`src/rtl/alu_result_bcd.sv`:
```
// ALU result to packed-BCD converter: accepts {op_code, result} and resolves the sign and
// divide-by-zero encodings. It then runs an iterative double-dabble, one shift per clock.
module alu_result_bcd #(
    parameter int WIDTH  = 16,
    parameter int DIGITS = 5
) (
    input  logic                  clk,
    input  logic                  rst,
    input  logic                  in_valid,
    output logic                  in_ready,
    input  logic [1:0]            in_op,
    input  logic [WIDTH-1:0]      in_result,
    output logic                  out_valid,
    input  logic                  out_ready,
    output logic [4*DIGITS-1:0]   out_bcd,
    output logic                  out_neg,
    output logic                  out_err
);

    localparam int BW = 4 * DIGITS;
    localparam int CW = $clog2(WIDTH + 1);

    localparam logic [1:0] OP_SUB = 2'b01;
    localparam logic [1:0] OP_DIV = 2'b11;

    typedef enum logic [1:0] {
        ST_IDLE = 2'd0,
        ST_CONV = 2'd1,
        ST_DONE = 2'd2
    } state_t;

    state_t          state_q, state_d;
    logic [WIDTH-1:0] mag_q, mag_d;
    logic [BW-1:0]    bcd_q, bcd_d;
    logic [CW-1:0]    cnt_q, cnt_d;
    logic             neg_q, neg_d;
    logic             err_q, err_d;
    logic             out_valid_q, out_valid_d;
    logic [BW-1:0]    out_bcd_q, out_bcd_d;
    logic             out_neg_q, out_neg_d;
    logic             out_err_q, out_err_d;

    logic [BW-1:0]    bcd_adj;
    logic [BW-1:0]    bcd_shift;
    logic [WIDTH-1:0] mag_shift;
    logic             load_neg;
    logic             load_err;
    logic [WIDTH-1:0] load_mag;

    // Per-digit add-3 correction that precedes each left shift.
    generate
        for (genvar gi = 0; gi < DIGITS; gi++) begin : g_digit_adj
            always_comb begin
                if (bcd_q[4*gi +: 4] >= 4'd5) begin
                    bcd_adj[4*gi +: 4] = bcd_q[4*gi +: 4] + 4'd3;
                end else begin
                    bcd_adj[4*gi +: 4] = bcd_q[4*gi +: 4];
                end
            end
        end
    endgenerate

    assign bcd_shift = {bcd_adj[BW-2:0], mag_q[WIDTH-1]};
    assign mag_shift = {mag_q[WIDTH-2:0], 1'b0};

    assign load_neg = (in_op == OP_SUB) && in_result[WIDTH-1];
    assign load_err = (in_op == OP_DIV) && (in_result == {WIDTH{1'b1}});

    always_comb begin
        if (load_neg) begin
            load_mag = ~in_result + WIDTH'(1);
        end else if (load_err) begin
            load_mag = '0;
        end else begin
            load_mag = in_result;
        end
    end

    always_comb begin
        state_d     = state_q;
        mag_d       = mag_q;
        bcd_d       = bcd_q;
        cnt_d       = cnt_q;
        neg_d       = neg_q;
        err_d       = err_q;
        out_valid_d = out_valid_q;
        out_bcd_d   = out_bcd_q;
        out_neg_d   = out_neg_q;
        out_err_d   = out_err_q;

        case (state_q)
            ST_IDLE: begin
                out_valid_d = 1'b0;
                if (in_valid) begin
                    mag_d   = load_mag;
                    bcd_d   = '0;
                    cnt_d   = CW'(WIDTH);
                    neg_d   = load_neg;
                    err_d   = load_err;
                    state_d = ST_CONV;
                end
            end
            ST_CONV: begin
                mag_d = mag_shift;
                bcd_d = bcd_shift;
                cnt_d = cnt_q - CW'(1);
                // The final shift publishes straight into the output registers.
                if (cnt_q == CW'(1)) begin
                    out_bcd_d   = bcd_shift;
                    out_neg_d   = neg_q;
                    out_err_d   = err_q;
                    out_valid_d = 1'b1;
                    state_d     = ST_DONE;
                end
            end
            ST_DONE: begin
                if (out_ready) begin
                    out_valid_d = 1'b0;
                    state_d     = ST_IDLE;
                end
            end
            default: begin
                out_valid_d = 1'b0;
                state_d     = ST_IDLE;
            end
        endcase
    end

    always_ff @(posedge clk) begin
        if (rst) begin
            state_q     <= ST_IDLE;
            mag_q       <= '0;
            bcd_q       <= '0;
            cnt_q       <= '0;
            neg_q       <= 1'b0;
            err_q       <= 1'b0;
            out_valid_q <= 1'b0;
            out_bcd_q   <= '0;
            out_neg_q   <= 1'b0;
            out_err_q   <= 1'b0;
        end else begin
            state_q     <= state_d;
            mag_q       <= mag_d;
            bcd_q       <= bcd_d;
            cnt_q       <= cnt_d;
            neg_q       <= neg_d;
            err_q       <= err_d;
            out_valid_q <= out_valid_d;
            out_bcd_q   <= out_bcd_d;
            out_neg_q   <= out_neg_d;
            out_err_q   <= out_err_d;
        end
    end

    assign in_ready  = (state_q == ST_IDLE) && !rst;
    assign out_valid = out_valid_q;
    assign out_bcd   = out_bcd_q;
    assign out_neg   = out_neg_q;
    assign out_err   = out_err_q;

endmodule

```
`config.mk`:
```
export PLATFORM = sky130hd
export DESIGN_NAME = alu_result_bcd
export DESIGN_NICKNAME = d
export VERILOG_FILES = /design/src/rtl/alu_result_bcd.sv
export SDC_FILE = /design/constraint.sdc
export NUM_CORES = 1
export LEC_CHECK = 0
export ABC_CLOCK_PERIOD_IN_PS = 1600
export CELL_PAD_IN_SITES_DETAIL_PLACEMENT = 1
export CELL_PAD_IN_SITES_GLOBAL_PLACEMENT = 1
export CORE_ASPECT_RATIO = 0.75
export CORE_UTILIZATION = 37
export DETAILED_ROUTE_END_ITERATION = 10
export HOLD_SLACK_MARGIN = 0.02
export PLACE_DENSITY = 0.78
export SLEW_MARGIN = 20
export SYNTH_ARGS = -nofsm -noshare
export SYNTH_HDL_FRONTEND = slang
export SYNTH_SLANG_ARGS = --single-unit
```
`constraint.sdc`:
```
create_clock -name clk -period 1.6 [get_ports clk]
set_input_delay 0.32 -clock clk [delete_from_list [all_inputs] [get_ports clk]]
set_output_delay 0.32 -clock clk [all_outputs]
set_load 0.005 [all_outputs]
```
==> run summary, run 1 <==
CP Data Arrival Time -> 2.18 ns
ranking of synthesized cells by area -> dfxtp_1, a21oi_1, nand2_1
post-route setup slack -> -0.306 ns
CP top delay family -> simple AND/OR/NAND/NOR gates
Placeable Area -> 0.00905 mm²
syn_nets -> 455
Post-DP HPWL -> 7860 µm
Placer Congestion -> 0.802
post-route ant nets -> 0
htree depth -> 3
Slowest cell on crit path -> or4b_4
Final Cycle Share -> 119%
synthesized area -> 0.00345 mm²
Fin. Hold Viols -> 0
crit path cell chain -> ha_4, or4b_4, buf_6, nor2_4, buf_12, buf_12, nand2_1, a21oi_1
Yosys top cell area share -> 39.5%
initial antenna violation count -> 0
FF+latch count, synth -> 68
Ports -> 46
Worst-Skew Late Latency -> 0.35 ns
full die area -> 0.00971 mm²
global-route wire length before repair -> 20200 µm
worst path buffer plus inverter count -> 3
most frequent cells in the layout -> buf_4, dfxtp_1, nand2_1
RSZ-0062 raised after global routing -> true
simple-gate area share of the yosys netlist -> 23.6%
Yosys cell types -> 48
Remaining Overflow, GRT -> 0
initial core utilization -> 38.1%
violated checks -> setup timing
Post-DP Area -> 0.00453 mm²
mux share of post-synthesis cell area -> 1.74%
Root Driver -> clkbuf_16
CTS buffer count -> 9
worst hold path class -> in -> reg
Reg clk slew, reported paths -> 0.06 ns
register area share after synthesis -> 39.5%
vias in the first global route -> 3848
hold_ws -> 0.454 ns
largest family of logic cells by synthesized area -> simple AND/OR/NAND/NOR gates
WS Path Type -> reg -> reg
die height -> 85.6 µm
final-stage net count -> 570
Post-Route Setup TNS -> -6.01 ns
P_leak -> 2.08 nW
CTS tree -> done
P&R area growth vs syn -> 57.6%
vias per cell -> 5.96
largest net degree at the start of global routing -> 41
first-iteration detailed-routing DRC count -> 259
status -> complete, but fails checks
clk_skew -> 0.0152 ns
ANT cells -> 0
cell mode on critical path -> buf_12
TritonRoute pass-1 iters -> 5
# DRC -> 0
xor/xnor share of the synthesized area -> 4.32%
WP data required -> 1.87 ns
Critical Path Start Type -> flip-flop
Slew headroom -> 62.3%
total track usage -> 27.1%
worst vdd ir -> 0.560 mV
Largest stage delay, worst path -> 0.48 ns
final count of pins violating max slew -> 0
Max Fclk -> 525 MHz
Site Rows -> 30
port bufs -> 45
Final Cell Area -> 0.00543 mm²
layout cells sized above 1 -> 36.4%
worst slack at placement -> -0.852 ns
Syn Inst Count -> 419
DIE WIDTH -> 113 µm
clock buffer depth -> 2
CTS sink cnt -> 68
Tmin final -> 1.91 ns
max_cap viols -> 0
Worst Setup End Kind -> flip-flop
yosys warns -> 0
PD cells -> 901 mW/mm²
Post-Route WL -> 15900 µm
via count -> 3976
most common cell after layout, fill and taps aside -> buf_4
Syn Area/Cell -> 8.23 µm²
Max FO, Critical Path -> 11
post-synthesis adder-cell area fraction -> 5.08%
final setup fails -> 36
Worst Tran Pin Value -> 0.563 ns
cell taking the most area after synthesis -> dfxtp_1
Synth Area in Compound Gates -> 20.9%
Routed WL per cell -> 23.9 µm
## worst reg2reg max path, cell delays in order (launching register included)
cell	delay [ns]
dfxtp_2	0.39
ha_4	0.16
or4b_4	0.48
buf_6	0.14
nor2_4	0.18
buf_12	0.17
buf_12	0.11
nand2_1	0.07
a21oi_1	0.14
## through the flow
step                      cells  utilization [%]  power, mW
after floorplan             419                -       2.13
after global placement      636             50.1       2.47
after detailed placement    636             50.1       2.50
after CTS                   659             55.5       4.72
after global routing        667             60.0       4.99
final                       667             60.0       4.90
## per-layer routing
metal / up-vias / routed length [µm] / global-route usage, %
li1: 1722 / - / -
met1: 2004 / 6400 / 33.6
met2: 185 / 7770 / 45.9
met3: 65 / 1020 / 7.42
met4: 0 / 742 / 8.85
met5: - / 0 / 0
## power breakdown
part / leakage (nW) / switching (mW) / internal [mW]
clock: 0.151 / 0.821 / 1.40
sequential: 0.558 / 0.0617 / 1.76
combinational: 1.37 / 0.474 / 0.373
## final timing paths
| check | start | to | slack, ns | cells after the start |
|---|---|---|---|---|
| max | cnt_q[0] | out_bcd[5] | -0.31 | 8 |
| min reg2reg | neg_q | out_neg | 0.46 | 2 |
| min | in_result[0] | mag_q[0] | 0.45 | 4 |
| max reg2reg | cnt_q[0] | out_bcd[5] | -0.31 | 8 |
## flip-flops by register name, summed over array words and instances, names as in the netlist
signal,count
bcd_q,20
out_bcd,20
mag_q,16
cnt_q,5
state_q,2
err_q,1
neg_q,1
out_err,1
out_neg,1
out_valid,1
## cell families (layout without fill, tap and decap cells)
kind of cell / after synthesis / after routing
adders and majority gates: 14 / 14
buffers and inverters: 41 / 160
muxes: 6 / 6
and+or+nand+nor: 162 / 162
xor gates and xnor gates: 17 / 17
DFF: 68 / 68
AOI/OAI and AO/OA: 111 / 112
## layout make-up
class,instances,area (µm²)
tap,128,160
timing repair buffer,128,1200
sequential,68,1380
inverter,16,60.1
clock inverter,6,87.6
fill,1027,3610
clock buffer,10,239
multi-input combinational,311,2310
## what timing repair did
action	CTS	global route
gates resized for setup	40	89
cloned	2	0
setup endpoints to repair	46	53
pin swaps	14	33
hold buffers	0	0
buffers inserted	5	8
## synth_stat cells (all sizes together)
cell type and instances:
clkbuf 20, o211ai 2, o22ai 2, nor4 3, o32ai 2, mux2i 6, a31oi 11, a22oi 15
a21oi 42, or3 1, nor2 37, o21ba 1, buf 5, nor3b 11, xor2 8, ha 14
or2 2, o21a 1, dfxtp 68, a222oi 3, and2 1, o31ai 2, a211oi 11, o21bai 1
nand2b 8, o41ai 1, o21ai 17, or4 2, nand3 17, or4b 1, or3b 1, xnor2 9
inv 16, nand3b 3, nand4 3, nand2 49, nor2b 4, and3b 2, nand4b 1, nor3 16
Note: power is estimated with default switching activity, not from simulation.
==> run 2: changes to the inputs <==
--- a/config.mk
+++ b/config.mk
@@ -5,7 +5,6 @@
 export SDC_FILE = /design/constraint.sdc
 export NUM_CORES = 1
 export LEC_CHECK = 0
-export ABC_CLOCK_PERIOD_IN_PS = 1600
 export CELL_PAD_IN_SITES_DETAIL_PLACEMENT = 1
 export CELL_PAD_IN_SITES_GLOBAL_PLACEMENT = 1
 export CORE_ASPECT_RATIO = 0.75
==> results of run 2 <==
The final DEF is identical to that of run 1; final timing and power are the same.
==> run 3: changes to the inputs <==
--- a/config.mk
+++ b/config.mk
@@ -8,6 +8,7 @@
 export CELL_PAD_IN_SITES_DETAIL_PLACEMENT = 1
 export CELL_PAD_IN_SITES_GLOBAL_PLACEMENT = 1
 export CORE_ASPECT_RATIO = 0.75
+export CORE_MARGIN = 2
 export CORE_UTILIZATION = 37
 export DETAILED_ROUTE_END_ITERATION = 10
 export HOLD_SLACK_MARGIN = 0.02
==> run 3 against run 2 <==
Cell count down 0.45%. Power down 9.8%. Sequential share of layout area up 0.37 points. Critical path depth up 1. Worst setup slack better by 0.082 ns. Largest cell class unchanged. Wire length down 9.5%. Final area down 1.2%. Critical endpoint is now out_bcd[11]. The run still ends with setup timing left. Clock-buffer cell count up 3.
==> run summary, run 3 (synthesis gave the netlist of run 1 again) <==
Ports -> 46 (unchanged)
vias per cell -> 5.73 (-3.9%)
CTS sink cnt -> 68 (unchanged)
PD cells -> 822 mW/mm² (-8.7%)
Root Driver -> clkbuf_16
CTS buffer count -> 9 (unchanged)
Routed WL per cell -> 21.7 µm (-9.1%)
Post-Route Setup TNS -> -4.16 ns (+1.85 ns)
cts hold-fix bufs -> 0 (unchanged)
CP Data Arrival Time -> 2.07 ns (-0.11 ns)
worst hold start -> in_result[1]
post-route ant nets -> 0 (unchanged)
Worst-Skew Late Latency -> 0.34 ns (about the same)
RSZ-0062 raised after global routing -> true
Post-DP HPWL -> 7610 µm (-3.1%)
CTS tree -> done
Final Cycle Share -> 114% (-5.1 points)
# DRC -> 0 (unchanged)
port bufs -> 45 (unchanged)
worst vdd ir -> 0.683 mV (+22%)
Fin. Hold Viols -> 0 (unchanged)
full die area -> 0.0101 mm² (+4.1%)
final setup fails -> 31 (-14%)
Post-Route M1 WL -> 5900 µm (-7.8%)
total track usage -> 24.2% (-2.9 points)
ANT cells -> 0 (unchanged)
max_cap viols -> 0 (unchanged)
worst hold path class -> in -> reg
most common cell after layout, fill and taps aside -> buf_4
post-route setup slack -> -0.225 ns (+0.0816 ns)
violated checks -> setup timing
hold_ws -> 0.320 ns (-0.134 ns)
htree depth -> 3 (unchanged)
Routed met3 length -> 756 µm (-26%)
top sig layer -> met4
Reg clk slew, reported paths -> 0.05 ns (about the same)
overall power -> 4.41 mW (-9.8%)
P_leak -> 2.11 nW (+1.6%)
r2r worst-path depth -> 9 (+1)
initial antenna violation count -> 0 (unchanged)
cell mode on critical path -> buf_12
global-route wire length before repair -> 19100 µm (-5.0%)
Slowest cell on crit path -> or4b_4
crit path cell chain -> inv_2, ha_4, or4b_4, buf_6, nor2_4, buf_12, buf_12, nor2_1, nor3_1
clock buffer depth -> 2 (unchanged)
Remaining Overflow, GRT -> 0 (unchanged)
die height -> 87.6 µm (+2.3%)
TritonRoute pass-1 iters -> 5 (unchanged)
FF-to-FF setup slack -> -0.22 ns (+0.08 ns)
initial core utilization -> 38.1% (unchanged)
DIE WIDTH -> 115 µm (+1.8%)
first-iteration detailed-routing DRC count -> 216 (-17%)
Hold Path Depth -> 3 (-1)
Placeable Area -> 0.00905 mm² (unchanged)
layout cells sized above 1 -> 37.1% (+0.76 points)
worst min-delay path endpoint -> mag_q[1]
via count -> 3802 (-4.4%)
WP data required -> 1.85 ns (-0.02 ns)
P&R area growth vs syn -> 55.7%
Max Fclk -> 548 MHz (+4.5%)
Worst Setup End Kind -> flip-flop
final-stage net count -> 568 (-0.35%)
clk_skew -> 0.00958 ns (-0.00559 ns)
Post-Route WL -> 14400 µm (-9.5%)
vias in the first global route -> 3880 (+0.83%)
WS Path Type -> reg -> reg
metal2 WL -> 7210 µm (-7.1%)
Placer Congestion -> 0.899 (+12%)
Tmin final -> 1.82 ns (-0.0816 ns)
r2r startpoint -> cnt_q[1]
Site Rows -> 30 (unchanged)
Slew headroom -> 67.5% (+5.2 points)
Max FO, Critical Path -> 5 (-6)
Largest stage delay, worst path -> 0.46 ns (-0.02 ns)
most frequent cells in the layout -> buf_4, dfxtp_1, nand2_1
status -> complete, but fails checks
final count of pins violating max slew -> 0 (unchanged)
Critical Path Start Type -> flip-flop
reg2reg end -> out_bcd[11]
Worst Tran Pin Value -> 0.483 ns (-0.0804 ns)
largest net degree at the start of global routing -> 33 (-20%)
[run 3: changes by cell type in the layout (fill, tap and decap cells not counted), sizes merged]
cell,before,now
clkinv,1,2
clkinvlp,3,0
clkdlybuf4s15,1,0
dlygate4sd2,9,11
buf,84,81
bufinv,2,0
clkbuf,13,16
[run 3: worst max-delay path by stage]
stage,endpoint,cells past startpoint,slack (ns),start
floorplan,out_bcd[11],7,-0.06,cnt_q[1]
global placement,mag_q[12],8,-0.59,in_result[0]
detailed placement,mag_q[12],8,-0.75,in_result[0]
CTS,out_bcd[4],8,-0.19,cnt_q[1]
global route,out_bcd[11],9,-0.30,cnt_q[1]
finish,out_bcd[11],9,-0.22,cnt_q[1]
[run 3: worst max-delay path: cells and delay by family (launching register included)]
kind	cells	cell delay [ns]
DFF	1	0.32
and+or+nand+nor	4	0.80
adders and majority gates	1	0.12
buffers and inverters	4	0.49
[run 3: layout make-up]
cell class / instances / area, µm²
clock inverters: 2 / 10.0
repair buffers: 126 / 1150
inverters: 16 / 60.1
fillers: 1019 / 3680
flip-flops and latches: 68 / 1380
multi-input cells: 311 / 2350
well taps: 128 / 160
clock buffers: 13 / 260
[run 3: layer usage]
| layer | track usage, % | up-vias |
|---|---|---|
| met1 | 29.1 | 1890 |
| met2 | 42.0 | 142 |
| li1 | - | 1719 |
| met3 | 6.02 | 51 |
| met5 | 0 | - |
| met4 | 9.53 | 0 |
[run 3: what timing repair did]
item / in CTS / in global routing
endpoints found under the hold margin: 0 / 0
setup buffers: 6 / 12
resized for setup: 38 / 102
pin swaps: 15 / 41
endpoints found under the setup margin: 47 / 61
gates cloned: 2 / 2
[run 3: per-stage QoR]
stage / area (µm²) / utilization [%] / instances / worst slack [ns]
floorplan: 3450 / - / 419 / -0.0645
global placement: 4480 / 49.5 / 631 / -0.587
detailed placement: 4480 / 49.5 / 631 / -0.748
CTS: 4910 / 54.2 / 653 / -0.186
global route: 5370 / 59.3 / 664 / -0.298
finish: 5370 / 59.3 / 664 / -0.225
[run 3: report_power, final]
| part | internal [mW] | total (mW) | leakage, nW | switching [mW] |
|---|---|---|---|---|
| clock network | 1.12 | 1.85 | 0.135 | 0.727 |
| logic | 0.341 | 0.754 | 1.42 | 0.413 |
| registers | 1.76 | 1.81 | 0.559 | 0.0533 |
